`src/rtl/frogger_lane_engine.sv`:
```
// rtl/frogger_lane_engine.sv - Frogger obstacle-lane engine: wrapping car lanes, tile queries, collision detect
module frogger_lane_engine #(
    parameter int NUM_LANES = 10,
    parameter int GRID_W    = 20,
    parameter int COORD_W   = 6,
    parameter int SPEED_W   = 4,
    parameter int CAR_LEN   = 2,
    parameter int TICK_DIV  = 2000000,
    parameter logic [NUM_LANES-1:0] LANE_DIR = 10'b1010101010,
    parameter logic [NUM_LANES*COORD_W-1:0] LANE_Y =
        {6'd12, 6'd11, 6'd10, 6'd9, 6'd8, 6'd5, 6'd4, 6'd3, 6'd2, 6'd1}
) (
    input  logic                           i_Clk,
    input  logic                           i_Reset,
    input  logic                           i_Enable,
    input  logic                           i_Restart,
    input  logic [NUM_LANES*SPEED_W-1:0]   i_Speed,
    input  logic [COORD_W-1:0]             i_Frog_X,
    input  logic [COORD_W-1:0]             i_Frog_Y,
    input  logic [COORD_W-1:0]             i_Query_X,
    input  logic [COORD_W-1:0]             i_Query_Y,
    output logic                           o_Query_Hit,
    output logic [3:0]                     o_Query_Lane,
    output logic                           o_Collision,
    output logic                           o_Overlap,
    output logic                           o_Tick,
    output logic [NUM_LANES*COORD_W-1:0]   o_Lane_X
);

    localparam int PRE_W = (TICK_DIV > 2) ? $clog2(TICK_DIV) : 1;
    localparam logic [PRE_W-1:0]   PRE_LAST = PRE_W'(TICK_DIV - 1);
    localparam logic [COORD_W-1:0] X_MAX    = COORD_W'(GRID_W - 1);
    localparam logic [COORD_W:0]   GRID_WX  = (COORD_W + 1)'(GRID_W);
    localparam logic [COORD_W:0]   CAR_LENX = (COORD_W + 1)'(CAR_LEN);

    logic [PRE_W-1:0]   presc;
    logic               tick_now;
    logic [COORD_W-1:0] lane_x   [NUM_LANES];
    logic [COORD_W-1:0] x_nxt    [NUM_LANES];
    logic [SPEED_W-1:0] step_cnt [NUM_LANES];
    logic [SPEED_W-1:0] cnt_nxt  [NUM_LANES];
    logic               query_hit_nxt;
    logic [3:0]         query_lane_nxt;
    logic               overlap_nxt;

    function automatic logic [COORD_W-1:0] init_x(input int n);
        return COORD_W'((3 * n) % GRID_W);
    endfunction

    function automatic logic [COORD_W-1:0] move_x(input logic [COORD_W-1:0] x, input logic right);
        if (right)
            return (x == X_MAX) ? '0 : x + 1'b1;
        else
            return (x == '0) ? X_MAX : x - 1'b1;
    endfunction

    // A tile is covered when its wrapped distance behind the head is below CAR_LEN.
    function automatic logic covers(input logic [COORD_W-1:0] head, input logic right,
                                    input logic [COORD_W-1:0] row,
                                    input logic [COORD_W-1:0] qx, input logic [COORD_W-1:0] qy);
        logic [COORD_W:0] a;
        logic [COORD_W:0] b;
        logic [COORD_W:0] d;
        a = right ? {1'b0, head} : {1'b0, qx};
        b = right ? {1'b0, qx} : {1'b0, head};
        d = (a >= b) ? (a - b) : (a + GRID_WX - b);
        return (qy == row) && ({1'b0, qx} < GRID_WX) && (d < CAR_LENX);
    endfunction

    assign tick_now = i_Enable && (presc == PRE_LAST);

    always_comb begin
        for (int n = 0; n < NUM_LANES; n++) begin
            x_nxt[n]   = lane_x[n];
            cnt_nxt[n] = step_cnt[n];
            if (i_Speed[n*SPEED_W +: SPEED_W] == '0) begin
                cnt_nxt[n] = '0;
            end else if (step_cnt[n] >= i_Speed[n*SPEED_W +: SPEED_W] - 1'b1) begin
                // >= rather than == so a speed lowered mid-count moves on the next tick
                cnt_nxt[n] = '0;
                x_nxt[n]   = move_x(lane_x[n], LANE_DIR[n]);
            end else begin
                cnt_nxt[n] = step_cnt[n] + 1'b1;
            end
        end
    end

    always_ff @(posedge i_Clk) begin
        if (i_Reset || i_Restart) begin
            presc  <= '0;
            o_Tick <= 1'b0;
            for (int n = 0; n < NUM_LANES; n++) begin
                lane_x[n]   <= init_x(n);
                step_cnt[n] <= '0;
            end
        end else begin
            o_Tick <= tick_now;
            if (i_Enable)
                presc <= tick_now ? '0 : presc + 1'b1;
            if (tick_now) begin
                for (int n = 0; n < NUM_LANES; n++) begin
                    lane_x[n]   <= x_nxt[n];
                    step_cnt[n] <= cnt_nxt[n];
                end
            end
        end
    end

    always_comb begin
        query_hit_nxt  = 1'b0;
        query_lane_nxt = '0;
        overlap_nxt    = 1'b0;
        // Descending scan so the lowest matching lane is the one left standing.
        for (int n = NUM_LANES - 1; n >= 0; n--) begin
            if (covers(lane_x[n], LANE_DIR[n], LANE_Y[n*COORD_W +: COORD_W], i_Query_X, i_Query_Y)) begin
                query_hit_nxt  = 1'b1;
                query_lane_nxt = 4'(n);
            end
            if (covers(lane_x[n], LANE_DIR[n], LANE_Y[n*COORD_W +: COORD_W], i_Frog_X, i_Frog_Y))
                overlap_nxt = 1'b1;
        end
    end

    always_ff @(posedge i_Clk) begin
        if (i_Reset) begin
            o_Query_Hit  <= 1'b0;
            o_Query_Lane <= '0;
            o_Overlap    <= 1'b0;
            o_Collision  <= 1'b0;
        end else begin
            o_Query_Hit  <= query_hit_nxt;
            o_Query_Lane <= query_lane_nxt;
            o_Overlap    <= overlap_nxt;
            o_Collision  <= overlap_nxt & ~o_Overlap;
        end
    end

    for (genvar g = 0; g < NUM_LANES; g++) begin : g_lane_out
        assign o_Lane_X[g*COORD_W +: COORD_W] = lane_x[g];
    end

endmodule

```
`config.mk`:
```
export PLATFORM = sky130hd
export DESIGN_NAME = frogger_lane_engine
export DESIGN_NICKNAME = d
export VERILOG_FILES = /design/src/rtl/frogger_lane_engine.sv
export SDC_FILE = /design/constraint.sdc
export NUM_CORES = 1
export LEC_CHECK = 0
export CORE_MARGIN = 5
export CORE_UTILIZATION = 60
export CTS_CLUSTER_DIAMETER = 200
export DETAILED_ROUTE_END_ITERATION = 7
export MAX_ROUTING_LAYER = met4
export PLACE_DENSITY = 0.82
export SLEW_MARGIN = 20
export SYNTH_ARGS = -nofsm -noshare
export SYNTH_HDL_FRONTEND = slang
export SYNTH_SLANG_ARGS = --single-unit
```
`constraint.sdc`:
```
create_clock -name i_Clk -period 8.87 [get_ports i_Clk]
set_input_delay 1.774 -clock i_Clk [delete_from_list [all_inputs] [get_ports i_Clk]]
set_output_delay 1.774 -clock i_Clk [all_outputs]
set_load 0.05 [all_outputs]
```
; Yosys cells after proc, flatten, opt, wreduce, memory -nomap -nowiden
; Memory sizes are Yosys's and may differ from the RTL's.
; Cells that the tools add are included.
[totals]
register_bits = 29
mem_bits_rw = 100
in_bits = 68
memories = 2
[op_classes]
add_sub_neg = 78
magnitude_cmp = 52
n_eq_ne = 26
n_mux = 125
n_bitwise = 22
reduce_logical = 61
[mem_list]
columns = memory, depth, word_bits, rd, rd_clocked_by_memory_dff, write_ports, line_no
row1 = lane_x, 10, 6, 10, 0, 10, 38  ; logic [COORD_W-1:0] lane_x [NUM_LANES];
row2 = step_cnt, 10, 4, 10, 0, 10, 40  ; logic [SPEED_W-1:0] step_cnt [NUM_LANES];
[op_table]
columns = op, count
row1 = 2-to-1 mux 6 bit, 40
row2 = < comparator 7 x 2 -> 1 bit (second input constant), 20
row3 = 2-to-1 mux 7 bit, 20
row4 = subtractor 6 x 6 -> 7 bit, 20
row5 = subtractor 7 x 6 -> 7 bit, 20
row6 = 2-to-1 mux 4 bit, 32
row7 = >= comparator 6 bit, 20
row8 = equality test 6 x 4 -> 1 bit (second input constant), 10
row9 = adder 6 x 5 -> 7 bit (second input constant), 7
row10 = logical AND 1 bit, 41
row11 = adder 4 x 1 -> 4 bit (second input constant), 10
row12 = >= comparator 4 bit, 10
row13 = zero test 4 bit, 10
row14 = subtractor 4 x 1 -> 4 bit (second input constant), 10
row15 = adder 6 x 1 -> 6 bit (second input constant), 5
row16 = equality test 6 x 5 -> 1 bit (second input constant), 5
row17 = zero test 6 bit, 5
row18 = subtractor 6 x 1 -> 6 bit (second input constant), 5
row19 = 2-to-1 mux 1 bit, 26
row20 = equality test 6 x 2 -> 1 bit (second input constant), 4
row21 = equality test 6 x 3 -> 1 bit (second input constant), 4
row22 = adder 21 x 1 -> 21 bit (second input constant), 1
row23 = equality test 21 bit (second input constant), 1
row24 = 2-to-1 mux 21 bit, 1
row25 = other kinds (12), 37

; Depth between registers and ports, before layout
; An unclocked memory read counts as a cell.
[depth]
ltp_word = 17
depth_mapped = 13
ltp_nobuf = 13

; Worst setup path before layout
; Ideal clock, no wire load.
[synth_timing]
path_kind = in2reg
from = input i_Query_X[2]
to = register o_Query_Hit
setup_time_ns = 0.125
arrival_ns = 4.560
required_time_ns = 8.745
setup_slack_ns = 4.185
path_stages = 11
path_buffers = 0
cell_sequence = inv_1 -> ha_1 -> nor2b_1 -> or3_1 -> a21o_1 -> a21oi_1 -> xnor2_1 -> o221a_1 -> o32ai_1 -> or4_1 -> o41a_1
[synth_via]
elab_chain_len = 14
[synth_rtl]
columns = item, line_no
row1 = start: declaration, 20  ; input logic [COORD_W-1:0] i_Query_X,
row2 = adder 6 x 5 -> 7 bit (tied with other cells), 66  ; d = (a >= b) ? (a - b) : (a + GRID_WX - b);
row3 = subtractor 7 x 6 -> 7 bit or 2-to-1 mux 7 bit (tied branches), 66
row4 = 2-to-1 mux 7 bit or < comparator 7 x 2 -> 1 bit (tied branches), "66, 67"
row5 = < comparator 7 x 2 -> 1 bit or logical AND 1 bit (tied branches), 67  ; return (qy == row) && ({1'b0, qx} < GRID_WX) && (d < CAR_LENX);
row6 = logical AND 1 bit or 2-to-1 mux 1 bit (tied branches), "67, 115"
row7 = 2-to-1 mux 1 bit (8 in a row), 115  ; if (covers(lane_x[n], LANE_DIR[n], LANE_Y[n*COORD_W +: COORD_W], i_Query_X, i_Query_Y)) begin
row8 = 2-to-1 mux 1 bit *, 115
row9 = end signal: assignment, 131  ; o_Query_Hit <= query_hit_nxt;
row10 = end: declaration, 22  ; output logic o_Query_Hit,
; Mark *: on every way between the ends. The rest lies on a longest branch, timed or not.
; A chain may end at the register's enable or synchronous reset.

; Final worst setup path
[layout_timing]
from = input i_Query_X[2]
to = register o_Query_Lane[2]
[layout_via]
elab_chain_len = 10
[layout_rtl]
columns = item, line_no
row1 = adder 6 x 5 -> 7 bit, 66
row2 = subtractor 7 x 6 -> 7 bit, 66
row3 = 2-to-1 mux 7 bit, 66
row4 = < comparator 7 x 2 -> 1 bit, 67
row5 = logical AND 1 bit, 67
row6 = 2-to-1 mux 4 bit, 115
row7 = 2-to-1 mux 3 bit (4 in a row), 115
row8 = end signal: assignment, 132  ; o_Query_Lane <= query_lane_nxt;
row9 = end: declaration, 23  ; output logic [3:0] o_Query_Lane,
; Parallel ways exist; a longest one is shown, timed or not.

==> impl_metrics.json <==
{
  "grt_pass1_vias": 15650,
  "die_area_sq_um": 32040,
  "path_cells": "clkdlybuf4s50_1 -> inv_1 -> ha_1 -> nor2b_4 -> nor4_1 -> nand3_1 -> a2111o_1 -> a2111oi_2 -> a31oi_1 -> o221ai_2 -> nor4_1 -> and2_2",
  "ctsResizeCount": 0,
  "pre_cts_slack_ns": 2.728,
  "finalSetupViolations": 0,
  "syn-cell-area_sq_um": 17130,
  "core_sq_um": 28010,
  "routedWlPerCell_um": 19.88,
  "num_rows": 61,
  "placed_cells": 2533,
  "grt_max_degree": 56,
  "clkLatencyLatePin_ns": 0.44,
  "grt_pass1_wl_mm": 80.92,
  "fin_area_sq_um": 19540,
  "routabilityCongestion": 0.9741,
  "cpMostUsedCell": "nor4_1",
  "power.switching_uw": 984.4,
  "synth_edf_count": 100,
  "tritoncts": "done",
  "critical_path_required_ns": 9.19,
  "final_layout_size_suffix_gt1_frac": 0.03887,
  "ant_nets": 0,
  "power_density_nw_per_um2": 126.0,
  "fin_nets": 2551,
  "cts_buffer_depth": 2,
  "power.leakage_nw": 8.041,
  "start_util": 0.6117,
  "hold_viol": 0,
  "max-cap-violations": 0,
  "fin_crit_sh": 0.6499,
  "final_cells": 2565,
  "fin_crit_ns": 5.765,
  "syn_nets": 2409,
  "dr.pass1.iters": 6,
  "cts_buffers": 17,
  "p_seq_frac": 0.291,
  "async_reset_ff_frac": 0,
  "hold_class": "flip-flop to flip-flop",
  "status": "completed",
  "swShare": 0.3998,
  "port_buffers": 135,
  "clock_skew_ns": 0.01412,
  "synthCells": 2032,
  "path_class": "input pin to flip-flop",
  "fmax_mhz": 173.5,
  "synth.avg_cell_area_sq_um": 8.432,
  "clkTransAtPathRegs_ns": 0.06,
  "yosys_warnings": 0,
  "cts_max_level": 4,
  "num_antenna_cells": 0,
  "final.fill_count": 2266,
  "die_x_um": 179.0,
  "ys_types": 92,
  "endpoint_kind": "flip-flop",
  "ys.flop_type": "edfxtp_1",
  "cts_sinks": 129,
  "cp_slowest_cell": "nor4_1",
  "post-cts-setup-buffers": 0,
  "die_y_um": 179.0,
  "antenna_found_initial": 0,
  "cpPeakStageDelay_ns": 0.79,
  "slew_headroom": 0.1787,
  "wl_mm": 51.00,
  "worstMarginPinSlew_ns": 1.221,
  "grt.total_usage": 0.3249,
  "pwr-share-comb": 0.409,
  "cts_hold_buf": 0,
  "drt-initial-drc-count": 1516,
  "slew_violations": 0,
  "critPathArrivalTime_ns": 6.09,
  "cts-root-buf": "clkbuf_16",
  "ir_drop_uv": 90.99,
  "clkPwrFrac": 0.300,
  "finalWorstSetupSlack_ns": 3.105,
  "ys_seq_area_frac": 0.2091,
  "p_int_mw": 1.478,
  "area_growth_pct": 14.01,
  "crit_fanout": 16,
  "overflow": 0,
  "num_vias": 16330,
  "post_dp_cell_area_sq_um": 18940,
  "viasPerCell": 6.366,
  "drc_errors": 0,
  "ys_ff_latch": 129,
  "tns_ns": 0,
  "startpoint_type": "input pin",
  "rsz0062_at_grt": "no",
  "place_hpwl_mm": 39.12,
  "ios": 136
}
final timing paths:
kind              slack, ns  depth (start not counted)     startpoint               to
setup / recovery       3.11                         12   i_Query_X[2]  o_Query_Lane[2]
hold / removal         0.49                          1      o_Overlap      o_Collision
setup reg to reg       5.03                         11  lane_x[0][32]      o_Query_Hit
hold reg to reg        0.49                          1      o_Overlap      o_Collision
metrics by stage:
step	power, mW	utilization	hold WS (ns)
floorplan	1.443	-	0.4710
global placement	1.677	0.6761	0.4544
detailed placement	1.707	0.6761	0.4706
CTS	2.439	0.6971	0.4794
global route	2.591	0.6974	0.5083
finish	2.462	0.6974	0.4862
worst max-delay path: cells and delay by family:
kind,cells,cell delay (ns)
compound gates,4,1.25
fa+ha+maj,1,0.33
buf+inv,2,1.30
simple gates,5,1.42
state kept, by name, indices dropped and copies added, names as in the netlist:
signal / flops
lane_x: 60
step_cnt: 40
o_Overlap: 1
o_Collision: 1
o_Tick: 1
o_Query_Lane: 4
presc: 21
o_Query_Hit: 1
cells by family after synthesis:
logic type               count (synthesis)  share of synthesized area
AO/OA/AOI/OAI                          525                     0.2023
XOR/XNOR                               175                    0.08946
adder cells (fa/ha/maj)                309                     0.2344
buffers and inverters                  190                    0.04257
flip-flops                             129                     0.2091
multiplexers                            16                   0.009493
AND/OR/NAND/NOR                        688                     0.2126
area by class of cell:
type                            instances  area (sq um)  area share
Clock buffer                           17         425.4     0.02178
Clock inverter                         15         162.7    0.008326
Timing Repair Buffer                  145          1426     0.07302
Inverter                              168         630.6     0.03228
Tap cell                              378         473.0     0.02421
Multi-Input combinational cell       1713         12830      0.6570
Sequential cell                       129          3583      0.1834
power groups by stage:
| stage | clock network [mW] | logic [mW] | registers, mW |
|---|---|---|---|
| 2_1_floorplan | 0 | 0.676 | 0.768 |
| 3_3_place_gp | 0 | 0.948 | 0.729 |
| 3_5_place_dp | 0 | 0.977 | 0.730 |
| 4_1_cts | 0.737 | 0.985 | 0.717 |
| 5_1_grt | 0.765 | 1.10 | 0.721 |
| 6_report | 0.738 | 1.01 | 0.717 |
routing by layer:
| layer | share of wire | global-route usage | vias to the layer above |
|---|---|---|---|
| met2 | 0.45 | 0.5120 | 778 |
| met1 | 0.43 | 0.4255 | 7681 |
| met5 | 0 | - | - |
| met3 | 0.086 | 0.04787 | 111 |
| met4 | 0.034 | 0.1209 | 0 |
| li1 | - | - | 7760 |
synthesized netlist by cell type (50+ instances only):
cell      number  area (sq um)
ha_1         289          3616
nor2_1       197         739.5
edfxtp_1     100          3003
nor2b_1       51         319.1
nor3_1        50         250.2
nand2b_1      55         344.1
inv_1        168         630.6
o21ai_0      113         565.5
nand2_1       99         371.6
xor2_1        50         437.9
xnor2_1      125          1095
a21oi_1      140         700.7
nand3_1       56         280.3
placed cells by master, fill, tap and decap left out, types with 51 or more instances in the layout:
cell | synthesis | final
nor2_1 | 197 | 197
o21ai_0 | 113 | 113
a21oi_1 | 140 | 140
nor2b_1 | 51 | 51
clkdlybuf4s50_1 | 0 | 135
nand3_1 | 56 | 56
nand2_1 | 99 | 98
xnor2_1 | 125 | 125
inv_1 | 168 | 168
edfxtp_1 | 100 | 100
nand2b_1 | 55 | 55
ha_1 | 289 | 289
Note: power is estimated with default switching activity, not from simulation.
